--- config.mk ---
export PLATFORM = sky130hd
export DESIGN_NAME = ins_prefetch_flat
export DESIGN_NICKNAME = d
export VERILOG_FILES = /design/src/rtl/ins_prefetch_pkg.sv /design/src/rtl/ins_prefetch_if.sv /design/src/rtl/ins_fifo.sv /design/src/rtl/ins_prefetch.sv /design/src/flat_wrapper.sv
export SDC_FILE = /design/constraint.sdc
export NUM_CORES = 1
export LEC_CHECK = 0
export ABC_AREA = 1
export BUFFER_PORTS_ARGS = -buffer_cell sky130_fd_sc_hd__buf_2
export CAP_MARGIN = 20
export CORE_MARGIN = 4
export CORE_UTILIZATION = 58
export DETAILED_ROUTE_END_ITERATION = 12
export PLACE_DENSITY = 0.8
export SYNTH_ARGS = -nofsm -noshare
export SYNTH_HDL_FRONTEND = slang
export SYNTH_SLANG_ARGS = --single-unit
--- constraint.sdc ---
create_clock -name clk -period 5.5 [get_ports clk]
set_input_delay 0 -clock clk [delete_from_list [all_inputs] [get_ports clk]]
set_output_delay 0 -clock clk [all_outputs]
set_load 0.02 [all_outputs]
--- src/rtl/ins_prefetch_pkg.sv ---
// Shared types and constants for the instruction prefetcher.
// Latency: n/a (types and constants only).
// Backpressure: n/a.
package ins_prefetch_pkg;

    // IDLE: no request outstanding. WAIT: request outstanding, data wanted.
    // DROP: request outstanding, but its data is stale after a redirect.
    typedef enum logic [1:0] {
        IDLE = 2'd0,
        WAIT = 2'd1,
        DROP = 2'd2
    } state_t;

    localparam logic [31:0] PC_STEP      = 32'd4;
    localparam int          DEF_DEPTH    = 4;
    localparam logic [31:0] DEF_RESET_PC = 32'h0000_0000;

    // One queue entry: the fetch address and the word fetched from it.
    typedef struct packed {
        logic [31:0] pc;
        logic [31:0] ins;
    } fetch_entry_t;

    // Redirect targets may carry junk in the byte-offset bits.
    function automatic logic [31:0] word_align(input logic [31:0] addr);
        return {addr[31:2], 2'b00};
    endfunction

endpackage

--- src/rtl/ins_prefetch_if.sv ---
// Bundle of the prefetcher's memory-side, core-side and redirect signals.
// Latency: n/a (wiring only).
// Backpressure: ins_ready from the core; imem_ack paces the memory side.
// Ports: imem_req/imem_addr/imem_ack/imem_rdata (memory), ins_valid/ins_ready/
//        ins_out/ins_pc (core), redirect/redirect_pc (branch unit).
//        master = prefetcher, slave = memory + core + branch unit.
interface ins_prefetch_if;

    logic        imem_req;
    logic [31:0] imem_addr;
    logic        imem_ack;
    logic [31:0] imem_rdata;
    logic        ins_valid;
    logic        ins_ready;
    logic [31:0] ins_out;
    logic [31:0] ins_pc;
    logic        redirect;
    logic [31:0] redirect_pc;

    modport master (
        output imem_req, imem_addr, ins_valid, ins_out, ins_pc,
        input  imem_ack, imem_rdata, ins_ready, redirect, redirect_pc
    );

    modport slave (
        input  imem_req, imem_addr, ins_valid, ins_out, ins_pc,
        output imem_ack, imem_rdata, ins_ready, redirect, redirect_pc
    );

endinterface

--- src/rtl/ins_fifo.sv ---
// Synchronous FIFO of {pc, ins} entries with flush; head is a plain register read.
// Latency: a pushed entry is visible at the head the cycle after the push.
// Backpressure: none internally; the caller must not push when full.
// Ports: clk, rst (sync active-low), push/push_dat, pop, flush,
//        count, head_vld, head_dat (zero when empty).
module ins_fifo
    import ins_prefetch_pkg::*;
#(
    parameter int  DEPTH = DEF_DEPTH,
    localparam int AW    = $clog2(DEPTH),
    localparam int CW    = AW + 1
) (
    input  logic         clk,
    input  logic         rst,
    input  logic         push,
    input  fetch_entry_t push_dat,
    input  logic         pop,
    input  logic         flush,
    output logic [CW-1:0] count,
    output logic         head_vld,
    output fetch_entry_t head_dat
);

    fetch_entry_t  mem [DEPTH];
    logic [AW-1:0] head;
    logic [AW-1:0] tail;
    logic          do_push;
    logic          do_pop;

    assign head_vld = (count != '0);
    assign do_push  = push && (count != CW'(DEPTH));
    assign do_pop   = pop && head_vld;

    always_ff @(posedge clk) begin
        if (!rst || flush) begin
            head  <= '0;
            tail  <= '0;
            count <= '0;
        end else begin
            if (do_push) tail <= tail + 1'b1;
            if (do_pop)  head <= head + 1'b1;
            case ({do_push, do_pop})
                2'b10:   count <= count + 1'b1;
                2'b01:   count <= count - 1'b1;
                default: count <= count;
            endcase
        end
    end

    // Storage needs no reset: nothing reads it while count is zero.
    always_ff @(posedge clk) begin
        if (do_push && !flush) mem[tail] <= push_dat;
    end

    assign head_dat = head_vld ? mem[head] : '0;

endmodule

--- src/rtl/ins_prefetch.sv ---
// Instruction prefetcher: fetches sequential words ahead of the core into a small queue.
// Latency: request registered one cycle after space is seen; data at head the cycle after ack.
// Backpressure: stops requesting while the queue is full; ins_ready pops the head.
// Ports: clk, rst (sync active-low), bus (ins_prefetch_if.master).
module ins_prefetch
    import ins_prefetch_pkg::*;
#(
    parameter int          DEPTH    = DEF_DEPTH,
    parameter logic [31:0] RESET_PC = DEF_RESET_PC
) (
    input  logic           clk,
    input  logic           rst,
    ins_prefetch_if.master bus
);

    localparam int CW = $clog2(DEPTH) + 1;

    state_t        state;
    state_t        state_nxt;
    logic [31:0]   fetch_pc;
    logic [31:0]   fetch_pc_nxt;
    logic          req_nxt;
    logic [31:0]   addr_nxt;
    logic          push;
    logic          pop;
    fetch_entry_t  push_dat;
    logic [CW-1:0] count;
    logic          head_vld;
    fetch_entry_t  head_dat;
    logic          has_room;

    assign has_room = (count < CW'(DEPTH));

    always_ff @(posedge clk) begin
        if (!rst) begin
            state         <= IDLE;
            fetch_pc      <= RESET_PC;
            bus.imem_req  <= 1'b0;
            bus.imem_addr <= RESET_PC;
        end else begin
            state         <= state_nxt;
            fetch_pc      <= fetch_pc_nxt;
            bus.imem_req  <= req_nxt;
            bus.imem_addr <= addr_nxt;
        end
    end

    // imem_req/imem_addr hold by default so they stay stable until the ack.
    always_comb begin
        state_nxt    = state;
        fetch_pc_nxt = fetch_pc;
        req_nxt      = bus.imem_req;
        addr_nxt     = bus.imem_addr;
        push         = 1'b0;
        case (state)
            IDLE: begin
                // A redirect in IDLE only retargets; the request goes out next cycle.
                // Stray acks here are ignored.
                if (bus.redirect) begin
                    fetch_pc_nxt = word_align(bus.redirect_pc);
                end else if (has_room) begin
                    state_nxt = WAIT;
                    req_nxt   = 1'b1;
                    addr_nxt  = fetch_pc;
                end
            end
            WAIT: begin
                if (bus.redirect) begin
                    fetch_pc_nxt = word_align(bus.redirect_pc);
                    if (bus.imem_ack) begin
                        state_nxt = IDLE;
                        req_nxt   = 1'b0;
                    end else begin
                        state_nxt = DROP;
                    end
                end else if (bus.imem_ack) begin
                    push         = 1'b1;
                    fetch_pc_nxt = fetch_pc + PC_STEP;
                    state_nxt    = IDLE;
                    req_nxt      = 1'b0;
                end
            end
            DROP: begin
                // Keep the newest target; the in-flight word is discarded on its ack.
                if (bus.redirect) fetch_pc_nxt = word_align(bus.redirect_pc);
                if (bus.imem_ack) begin
                    state_nxt = IDLE;
                    req_nxt   = 1'b0;
                end
            end
            default: begin
                state_nxt = IDLE;
                req_nxt   = 1'b0;
            end
        endcase
    end

    assign push_dat = '{pc: fetch_pc, ins: bus.imem_rdata};
    // A redirect flushes the queue, so a same-cycle pop is meaningless.
    assign pop      = head_vld && bus.ins_ready && !bus.redirect;

    ins_fifo #(.DEPTH(DEPTH)) u_fifo (
        .clk      (clk),
        .rst      (rst),
        .push     (push),
        .push_dat (push_dat),
        .pop      (pop),
        .flush    (bus.redirect),
        .count    (count),
        .head_vld (head_vld),
        .head_dat (head_dat)
    );

    assign bus.ins_valid = head_vld;
    assign bus.ins_out   = head_dat.ins;
    assign bus.ins_pc    = head_dat.pc;

endmodule

--- src/flat_wrapper.sv ---
// flat-port wrapper written by rule: the top's interface ports become plain ports
module ins_prefetch_flat import ins_prefetch_pkg::*;
#(
    parameter int          DEPTH    = DEF_DEPTH,
    parameter logic [31:0] RESET_PC = DEF_RESET_PC
)
  (clk, rst, bus_imem_req, bus_imem_addr, bus_ins_valid, bus_ins_out, bus_ins_pc, bus_imem_ack, bus_imem_rdata, bus_ins_ready, bus_redirect, bus_redirect_pc);
  ins_prefetch_if bus_i ();
  input  logic clk;
  input  logic rst;
  output wire logic [$bits(bus_i.imem_req)-1:0] bus_imem_req;
  output wire logic [$bits(bus_i.imem_addr)-1:0] bus_imem_addr;
  output wire logic [$bits(bus_i.ins_valid)-1:0] bus_ins_valid;
  output wire logic [$bits(bus_i.ins_out)-1:0] bus_ins_out;
  output wire logic [$bits(bus_i.ins_pc)-1:0] bus_ins_pc;
  input wire logic [$bits(bus_i.imem_ack)-1:0] bus_imem_ack;
  input wire logic [$bits(bus_i.imem_rdata)-1:0] bus_imem_rdata;
  input wire logic [$bits(bus_i.ins_ready)-1:0] bus_ins_ready;
  input wire logic [$bits(bus_i.redirect)-1:0] bus_redirect;
  input wire logic [$bits(bus_i.redirect_pc)-1:0] bus_redirect_pc;
  assign bus_imem_req = bus_i.imem_req;
  assign bus_imem_addr = bus_i.imem_addr;
  assign bus_ins_valid = bus_i.ins_valid;
  assign bus_ins_out = bus_i.ins_out;
  assign bus_ins_pc = bus_i.ins_pc;
  assign bus_i.imem_ack = bus_imem_ack;
  assign bus_i.imem_rdata = bus_imem_rdata;
  assign bus_i.ins_ready = bus_ins_ready;
  assign bus_i.redirect = bus_redirect;
  assign bus_i.redirect_pc = bus_redirect_pc;
  ins_prefetch #(.DEPTH(DEPTH), .RESET_PC(RESET_PC)) u_core (.clk(clk), .rst(rst), .bus(bus_i));
endmodule
==> run metrics, run 1 <==
port bufs 160; Slew Limit Headroom 32.3%; # IOs 167; CP Class register to output pin; Starting DRT DRC Count 919; Area growth syn-to-layout 19.7%; multi-input logic area 0.00414 mm^2; Synth cell types 40; Die X-Extent 161 um; endpoints failing hold 0; Die ar. 0.0259 mm^2; Post-synth EDFFs 248; Mapped Area 0.0136 mm^2; startpoint types register; TritonCTS Buffers 31; R2R cell count 7; CTS H-tree depth 1; Slew Viols, Final 0; FF/Latch Area 0.00889 mm^2; vias in the first global route 10100; Ant. Diodes 0; crit path cell chain buf_4, inv_2, buf_4, nor2_1, o21ai_0, a21oi_1, buf_2; Critical R2R Launch u_core.state[1]; outcome finished, final reports clean; IR drop worst, VDD 0.000260 V; std cell rows 55; CP dominant cell by count buf_4; total track usage 24.4%; Core Area 0.0228 mm^2; Post-DP HPWL 18800 um; pre-CTS setup slack 2490 ps; reg-to-reg endpoint u_core.u_fifo.mem[1][22]; Clock Power Share 39.3%; Seq/Total Area, Yosys 65.4%; postcts setup bufs 0; clk_lat worst skew 550 ps; Setup Skew 14.7 ps; Routed wire per std cell 17.4 um; gr ovfl total 0; post-route clock period utilization 58.6%; Max Root-Sink Buffers 3; min cycle time layout 3220 ps; Via density 5.50; Final ANT Viol Nets 0; hold worst-path end u_core.u_fifo.mem[1][20]; RSZ-0062 raised after global routing no; post-route design area 0.0163 mm^2; YS warnings 0; Finished Layout Cells 1890; Synth Register Bits 320; Worst Tran Pin Value 1010 ps; # setup viols final 0; initial antenna violation count 0; largest net degree at the start of global routing 77; DR pass1 iterations 6; R2R setup slack 2520 ps; P_sw 1190 uW; Setup TNS Final 0 ps; clk slew on worst S/H paths 60 ps; CP Capture Type output pin; RD Place Congestion 0.926; fill count 1603; leak pwr 0.00611 uW; Worst EP required 5500 ps; Gate power share 7.6%; FFs w/ async S/R, synth 0%; critical-path maximum fanout 63; Hold Startpoint bus_imem_rdata[20]; Die H 161 um; Synth Flop Type edfxtp_1; nets@finish 1634; sequential share of power 53.1%; routed wire length 32900 um; layout cells sized above 1 17.0%; Power per Cell Area 319 mW/mm^2; fmax 310 MHz; Data arrival, critical path 3220 ps; Syn Inst Count 1347; Mapped Avg Cell Area 10.1 um^2; internal power 4000 uW; Critical Path Max Stage Delay 630 ps; via count 10400; Switching Fraction 23.0%; # Max-Cap Violations 0; Placement Cell Area 0.0145 mm^2; CP Buf/Inv Count 4; placed insts 1761; CTS tree yes; Sink Count 320; Critical-path top delay cell buf_4; worst hold path type input port to register; Root Buffer clkbuf_16; drt drc 0; final worst slack 2280 ps; Initial Util 59.4%; first-pass GRT wire length 51400 um; Worst Hold Depth 2; Top delay family on crit path buffers and inverters; Final Power 5190 uW; cts repair resizes 0
[cell type report]
class	instances	share of cell area, %
Tap cell	313	2.41
Clock inverter	23	1.24
Multi-Input combinational cell	896	25.4
Clock buffer	34	4.84
Timing Repair Buffer	242	9.90
Inverter	62	1.46
Sequential cell	320	54.7
[synth_stat cells (3+ instances only)]
cell,count,area [um^2]
o21ai_1,6,30.0
inv_2,6,22.5
ha_1,11,138
nand3_1,26,130
nand4_1,4,25.0
a21oi_1,122,611
nor2_4,5,56.3
nand2_1,151,567
clkinv_1,3,11.3
a31oi_1,5,31.3
dfxtp_1,72,1440
o21ai_0,177,886
clkbuf_1,31,116
buf_4,13,97.6
nor2_2,12,75.1
nand2_2,10,62.6
buf_1,5,18.8
edfxtp_1,248,7450
inv_1,51,191
nor2_1,343,1290
buf_2,21,105
[layer usage]
| metal | routed length [um] | GRT usage [%] | part of all wire (%) |
|---|---|---|---|
| met1 | 13500 | 31.9 | 41 |
| met2 | 16100 | 42.0 | 49 |
| met5 | 0 | 0 | 0 |
| met4 | 925 | 7.91 | 2.8 |
| met3 | 2410 | 4.26 | 7.3 |
[registers in the layout (all words and copies together) (netlist names), named ones only]
name and cells:
u_core.bus.imem_addr 30, u_core.state 2, u_core.bus.imem_req 1, u_core.u_fifo.mem 248
u_core.u_fifo.head 2, u_core.u_fifo.count 3, u_core.fetch_pc 30, u_core.u_fifo.tail 2
[logic make-up after synthesis]
kind of cell	synth area share, %
AO/OA/AOI/OAI	11.9
other	0.0276
flip-flops	65.4
adder cells (fa/ha/maj)	1.16
XOR/XNOR	0.0645
AND/OR/NAND/NOR	17.0
buffers and inverters	4.40
[worst reg2reg max path: stages, from the launching register on]
cell	delay, ps
dfxtp_1	350
inv_1	100
ha_1	160
inv_1	60
nor2_1	130
nand2_1	310
nor2_4	880
buf_4	590
[through the flow]
| stage | hold WS, ps | util [%] |
|---|---|---|
| finish | 215 | 71.2 |
| global route | 203 | 71.2 |
| CTS | 174 | 71.2 |
| detailed placement | 215 | 63.7 |
| global placement | 212 | 63.6 |
| floorplan | 98.9 | - |
[layout by cell type (no fill, tap or decap), types with 26 or more instances in the layout]
cell type and n:
nor2_1 339, nand2_1 151, inv_1 51, nand3_1 26
a21oi_1 122, buf_2 160, o21ai_0 177, clkbuf_16 31
dlygate4sd3_1 72, edfxtp_1 248, dfxtp_1 70
[power groups by stage]
stage	Sequential, uW	Clock (uW)	Combinational [uW]
after floorplan	2810	0	209
after global placement	2800	0	332
after detailed placement	2800	0	341
after CTS	2750	2060	387
after global routing	2760	2170	436
final	2750	2040	394
[what timing repair did]
| action | CTS | global route |
|---|---|---|
| endpoints found under the hold margin | 196 | 0 |
| setup endpoints to repair | 0 | 0 |
| hold buffers | 72 | 0 |
[worst max path at each step]
stage / from / endpoint / slack, ps / cells past startpoint
2_1_floorplan: u_core.state[1] / u_core.u_fifo.mem[0][0] / 1520 / 6
3_3_place_gp: u_core.state[1] / u_core.u_fifo.mem[0][16] / 2510 / 7
3_5_place_dp: u_core.state[1] / u_core.u_fifo.mem[1][16] / 2490 / 7
4_1_cts: register / bus_ins_pc[13] / 2260 / 5
5_1_grt: register / bus_ins_pc[13] / 2030 / 5
6_report: register / bus_ins_pc[11] / 2280 / 7
No activity file was read; power rests on OpenSTA's default activity.
==> run 2: changes to the inputs <==
clock period = 3 ns   (was 5.5 ns; I/O delays follow)
==> run metrics, run 2 (synthesis results as in run 1) <==
outcome finished, final reports clean (unchanged); CP Class register to register (was register to output pin); # Max-Cap Violations 0 (unchanged); Post-DP HPWL 18300 um (was 18800 um); Core Area 0.0228 mm^2 (unchanged); Root Buffer clkbuf_16 (unchanged); fill count 1631 (was 1603); Ant. Diodes 0 (unchanged); Worst Tran Pin Value 849 ps (was 1010 ps); IR drop worst, VDD 0.000437 V (was 0.000260 V); critical-path maximum fanout 45 (was 63); Initial Util 59.4% (unchanged); total track usage 25.1% (was 24.4%); R2R setup slack 390 ps (was 2520 ps); vias in the first global route 10300 (was 10100); Sink Count 320 (unchanged); multi-input logic area 0.00414 mm^2 (unchanged); postcts setup bufs 0 (unchanged); fmax 384 MHz; most common cell after layout, fill and taps aside nor2_1 (unchanged); Max Root-Sink Buffers 3 (unchanged); largest net degree at the start of global routing 71 (was 77); gr ovfl total 0 (unchanged); Routed wire per std cell 17.6 um (was 17.4 um); Starting DRT DRC Count 995 (was 919); most frequent cells in the layout nor2_1 (339), edfxtp_1 (248), o21ai_0 (177) (unchanged); RD Place Congestion 0.905 (was 0.926); Placement Cell Area 0.0146 mm^2 (was 0.0145 mm^2); initial antenna violation count 0 (unchanged); RSZ-0062 raised after global routing no (unchanged); Data arrival, critical path 3090 ps (was 3220 ps); # IOs 167 (unchanged); FF/Latch Area 0.00889 mm^2 (unchanged); max reg flops 248 (unchanged); std cell rows 55 (unchanged); cts repair resizes 0 (unchanged); via count 10400 (about the same); TritonCTS Buffers 31 (unchanged); post-route design area 0.0164 mm^2 (was 0.0163 mm^2); clk_lat worst skew 560 ps (was 550 ps); Die ar. 0.0259 mm^2 (unchanged); endpoints failing hold 0 (unchanged); Die H 161 um (unchanged); drt drc 0 (unchanged); clk slew on worst S/H paths 70 ps (was 60 ps); routed wire length 33300 um (was 32900 um); post-route clock period utilization 86.9%; pre-CTS setup slack 924 ps (was 2490 ps); CTS H-tree depth 1 (unchanged); Setup Skew 16.2 ps (was 14.7 ps); # setup viols final 0 (unchanged); CTS tree yes (unchanged); Biggest register u_core.u_fifo.mem (unchanged); startpoint types register (unchanged); Via density 5.51 (was 5.50); nets@finish 1638 (was 1634); final worst slack 394 ps (was 2280 ps); Setup TNS Final 0 ps (unchanged); Slew Viols, Final 0 (unchanged); Final Util 71.7% (was 71.2%); CP Capture Type register (was output pin); Final ANT Viol Nets 0 (unchanged); leak pwr 0.00617 uW (was 0.00611 uW); DR pass1 iterations 5 (was 6); Worst EP required 3480 ps (was 5500 ps); first-pass GRT wire length 52900 um (was 51400 um); Slew Limit Headroom 43.4% (was 32.3%); worst hold path type input port to register (unchanged); port bufs 160 (unchanged); Fin Hold WS 198 ps (was 215 ps); biggest regs u_core.u_fifo.mem (248), u_core.bus.imem_addr (30), u_core.fetch_pc (30) (unchanged); min cycle time layout 2610 ps; Die X-Extent 161 um (unchanged); Power per Cell Area 589 mW/mm^2 (was 319 mW/mm^2); layout cells sized above 1 17.4% (was 17.0%); Area growth syn-to-layout 20.7% (was 19.7%)
run 2: cell type report:
cell class	count	area share, %
sequential	320	54.3
multi-input combinational	896	25.2
timing repair buffer	246	10.4
clock buffer	34	4.80
tap	313	2.39
inverter	62	1.45
clock inverter	24	1.44
run 2: final timing paths:
kind | from | to | cells after the start
worst max register to register | u_core.state[0] | u_core.fetch_pc[5] | 10
worst min-delay path | bus_imem_rdata[20] | u_core.u_fifo.mem[1][20] | 2
worst min register to register | u_core.bus.imem_addr[10] | u_core.bus.imem_addr[10] | 2
worst max-delay path | u_core.state[0] | u_core.fetch_pc[5] | 10
run 2: per-layer routing:
metal / vias to the layer above / routed length, um / share of wire, % / track usage, %
met3: 63 / 2470 / 7.4 / 4.21
li1: 5000 / - / - / -
met1: 4963 / 13800 / 41 / 33.5
met5: - / 0 / 0 / 0
met4: 0 / 786 / 2.4 / 7.64
met2: 410 / 16300 / 49 / 42.9
run 2: through the flow:
step | std cells | total power [uW]
floorplan | 1350 | 5530
global placement | 1764 | 5750
detailed placement | 1764 | 5760
CTS | 1895 | 9680
global route | 1895 | 10000
finish | 1895 | 9660
run 2: repair_timing:
| action | CTS | global route |
|---|---|---|
| hold endpoints to repair | 197 | 0 |
| setup endpoints to repair | 0 | 0 |
| hold buffers | 73 | 0 |
run 2: critical path, cell delays in order, from the launching register on:
cell and delay [ps]:
dfxtp_1 380, inv_1 100, ha_1 290, nor2_4 170, nand2_4 190, inv_4 420
nor2_1 80, o21ai_1 140, nand2_1 50, dlygate4sd3_1 570, a21oi_1 130
run 2: power by group:
group / switching (uW) / internal (uW) / leakage, uW / total, uW
logic: 455 / 272 / 0.00282 / 727
clock network: 1640 / 2240 / 0.000500 / 3880
registers: 143 / 4910 / 0.00285 / 5050
==> run 3: changes to the inputs <==
CORE_UTILIZATION = 25   (was 58)
PLACE_DENSITY = unset   (was 0.8)
RECOVER_POWER = 100   (was unset)
==> run metrics, run 3 (synthesis results as in run 1) <==
min cycle time layout 2690 ps (was 2610 ps); Worst Hold Depth 2 (unchanged); first-pass GRT wire length 55800 um (was 52900 um); initial antenna violation count 0 (unchanged); CP Capture Type register (unchanged); Setup Skew 17.7 ps (was 16.2 ps); gr ovfl total 0 (unchanged); Die H 241 um (was 161 um); Max Root-Sink Buffers 3 (unchanged); total track usage 12.3% (was 25.1%); Ant. Diodes 0 (unchanged); std cell rows 85 (was 55); post-route clock period utilization 89.7% (was 86.9%); cts repair resizes 0 (unchanged); via count 10200 (was 10400); RD Place Congestion 0.804 (was 0.905); # Max-Cap Violations 1 (was 0); Core Area 0.0538 mm^2 (was 0.0228 mm^2); CP Class register to register (unchanged); Data arrival, critical path 3150 ps (was 3090 ps); fill count 5543 (was 1631); # setup viols final 0 (unchanged); RSZ-0062 raised after global routing no (unchanged); most frequent cells in the layout nor2_1 (339), edfxtp_1 (248), o21ai_0 (183) (was nor2_1 (339), edfxtp_1 (248), o21ai_0 (177)); endpoints failing hold 0 (unchanged); Routed wire per std cell 16.2 um (was 17.6 um); Worst EP required 3460 ps (was 3480 ps); Root Buffer clkbuf_16 (unchanged); DR pass1 iterations 5 (unchanged); Power per Cell Area 612 mW/mm^2 (was 589 mW/mm^2); clk_lat worst skew 510 ps (was 560 ps); Worst Tran Pin Value 1540 ps (was 849 ps); Final Util 31.2% (was 71.7%); R2R cell count 13 (was 10); largest net degree at the start of global routing 69 (was 71); vias in the first global route 9923 (was 10300); Biggest register u_core.u_fifo.mem (unchanged); startpoint types register (unchanged); port bufs 160 (unchanged); failing checks capacitance limit, slew limit; placed insts 2150 (was 1764); Via density 4.49 (was 5.51); fmax 372 MHz (was 384 MHz); CTS tree yes (unchanged); TritonCTS Buffers 34 (was 31); outcome finished, violations left (was finished, final reports clean); Slew Viols, Final 40 (was 0); critical-path maximum fanout 33 (was 45); IR drop worst, VDD 0.000321 V (was 0.000437 V); leak pwr 0.00581 uW (was 0.00617 uW); Area growth syn-to-layout 23.7% (was 20.7%); biggest regs u_core.u_fifo.mem (248), u_core.bus.imem_addr (30), u_core.fetch_pc (30) (unchanged); Finished Layout Cells 2279 (was 1895); nets@finish 1638 (unchanged); Initial Util 25.2% (was 59.4%); clk slew on worst S/H paths 70 ps (about the same); Sink Count 320 (unchanged); worst hold path type input port to register (unchanged); Post-DP HPWL 22800 um (was 18300 um); routed wire length 36900 um (was 33300 um); CTS H-tree depth 2 (was 1); final worst slack 310 ps (was 394 ps); layout cells sized above 1 9.98% (was 17.4%); most common cell after layout, fill and taps aside nor2_1 (unchanged); Die ar. 0.0581 mm^2 (was 0.0259 mm^2); Die X-Extent 241 um (was 161 um); R2R setup slack 310 ps (was 390 ps); pre-CTS setup slack 862 ps (was 924 ps); Starting DRT DRC Count 618 (was 995); # hold bufs at CTS 67 (was 73); max reg flops 248 (unchanged); Final ANT Viol Nets 0 (unchanged); postcts setup bufs 0 (unchanged); Slew Limit Headroom -2.45% (was 43.4%); # IOs 167 (unchanged); drt drc 0 (unchanged)
[run 3: cell types whose count changed in the layout (fill, tap and decap cells not counted), moves of 4 or more]
| cell | previous run | this run |
|---|---|---|
| buf_12 | 6 | 2 |
| buf_2 | 160 | 50 |
| clkbuf_1 | 3 | 122 |
| clkbuf_16 | 31 | 37 |
| clkbuf_4 | 0 | 5 |
| clkinv_2 | 9 | 5 |
| dlygate4sd3_1 | 73 | 67 |
| o21ai_0 | 177 | 183 |
| o21ai_1 | 6 | 1 |
[run 3: final timing paths]
| check | to | from |
|---|---|---|
| hold reg to reg | register | u_core.u_fifo.head[1] |
| setup / recovery | u_core.fetch_pc[17] | u_core.state[0] |
| hold / removal | u_core.u_fifo.mem[2][15] | bus_imem_rdata[15] |
| setup reg to reg | u_core.fetch_pc[17] | u_core.state[0] |
[run 3: report_power, final]
part           internal (uW)  switching, uW  leakage [uW]
combinational            238            458       0.00237
clock                   2850           1680      0.000594
sequential              4910            145       0.00285
total                   8000           2280       0.00581
[run 3: through the flow]
stage,power [uW],setup TNS (ps),hold slack [ps],cell area [um^2]
after floorplan,5530,-241950,98.9,13600
after global placement,5780,0,210,15100
after detailed placement,5800,0,215,15100
after CTS,10400,0,0.0596,17000
after global routing,10700,0,315,16800
final,10300,0,305,16800
[run 3: final cells by class]
| type | count | area [um^2] | share of cell area, % |
|---|---|---|---|
| clock inverters | 17 | 259 | 1.54 |
| flip-flops and latches | 320 | 8890 | 52.9 |
| multi-input cells | 896 | 4130 | 24.6 |
| well taps | 696 | 871 | 5.18 |
| clock buffers | 45 | 956 | 5.69 |
| repair buffers | 243 | 1460 | 8.70 |
| inverters | 62 | 238 | 1.41 |
[run 3: worst max-delay path, stage by stage, from the launching register on]
cell and delay (ps):
dfxtp_1 380, inv_1 90, ha_1 270, nor2_4 160
nand2_1 70, nand2_1 70, nand2_2 40, buf_4 240
inv_4 250, o21ai_0 180, o21ai_1 140, nand2_1 60
nor2_1 140, dlygate4sd3_1 550
[run 3: per-layer routing]
| metal | track usage, % | vias to the layer above | share of wire [%] |
|---|---|---|---|
| li1 | - | 5001 | - |
| met1 | 16.2 | 4908 | 45 |
| met2 | 21.1 | 288 | 48 |
| met3 | 2.37 | 46 | 5.9 |
| met4 | 2.70 | 0 | 1.6 |
| met5 | 0 | - | 0 |
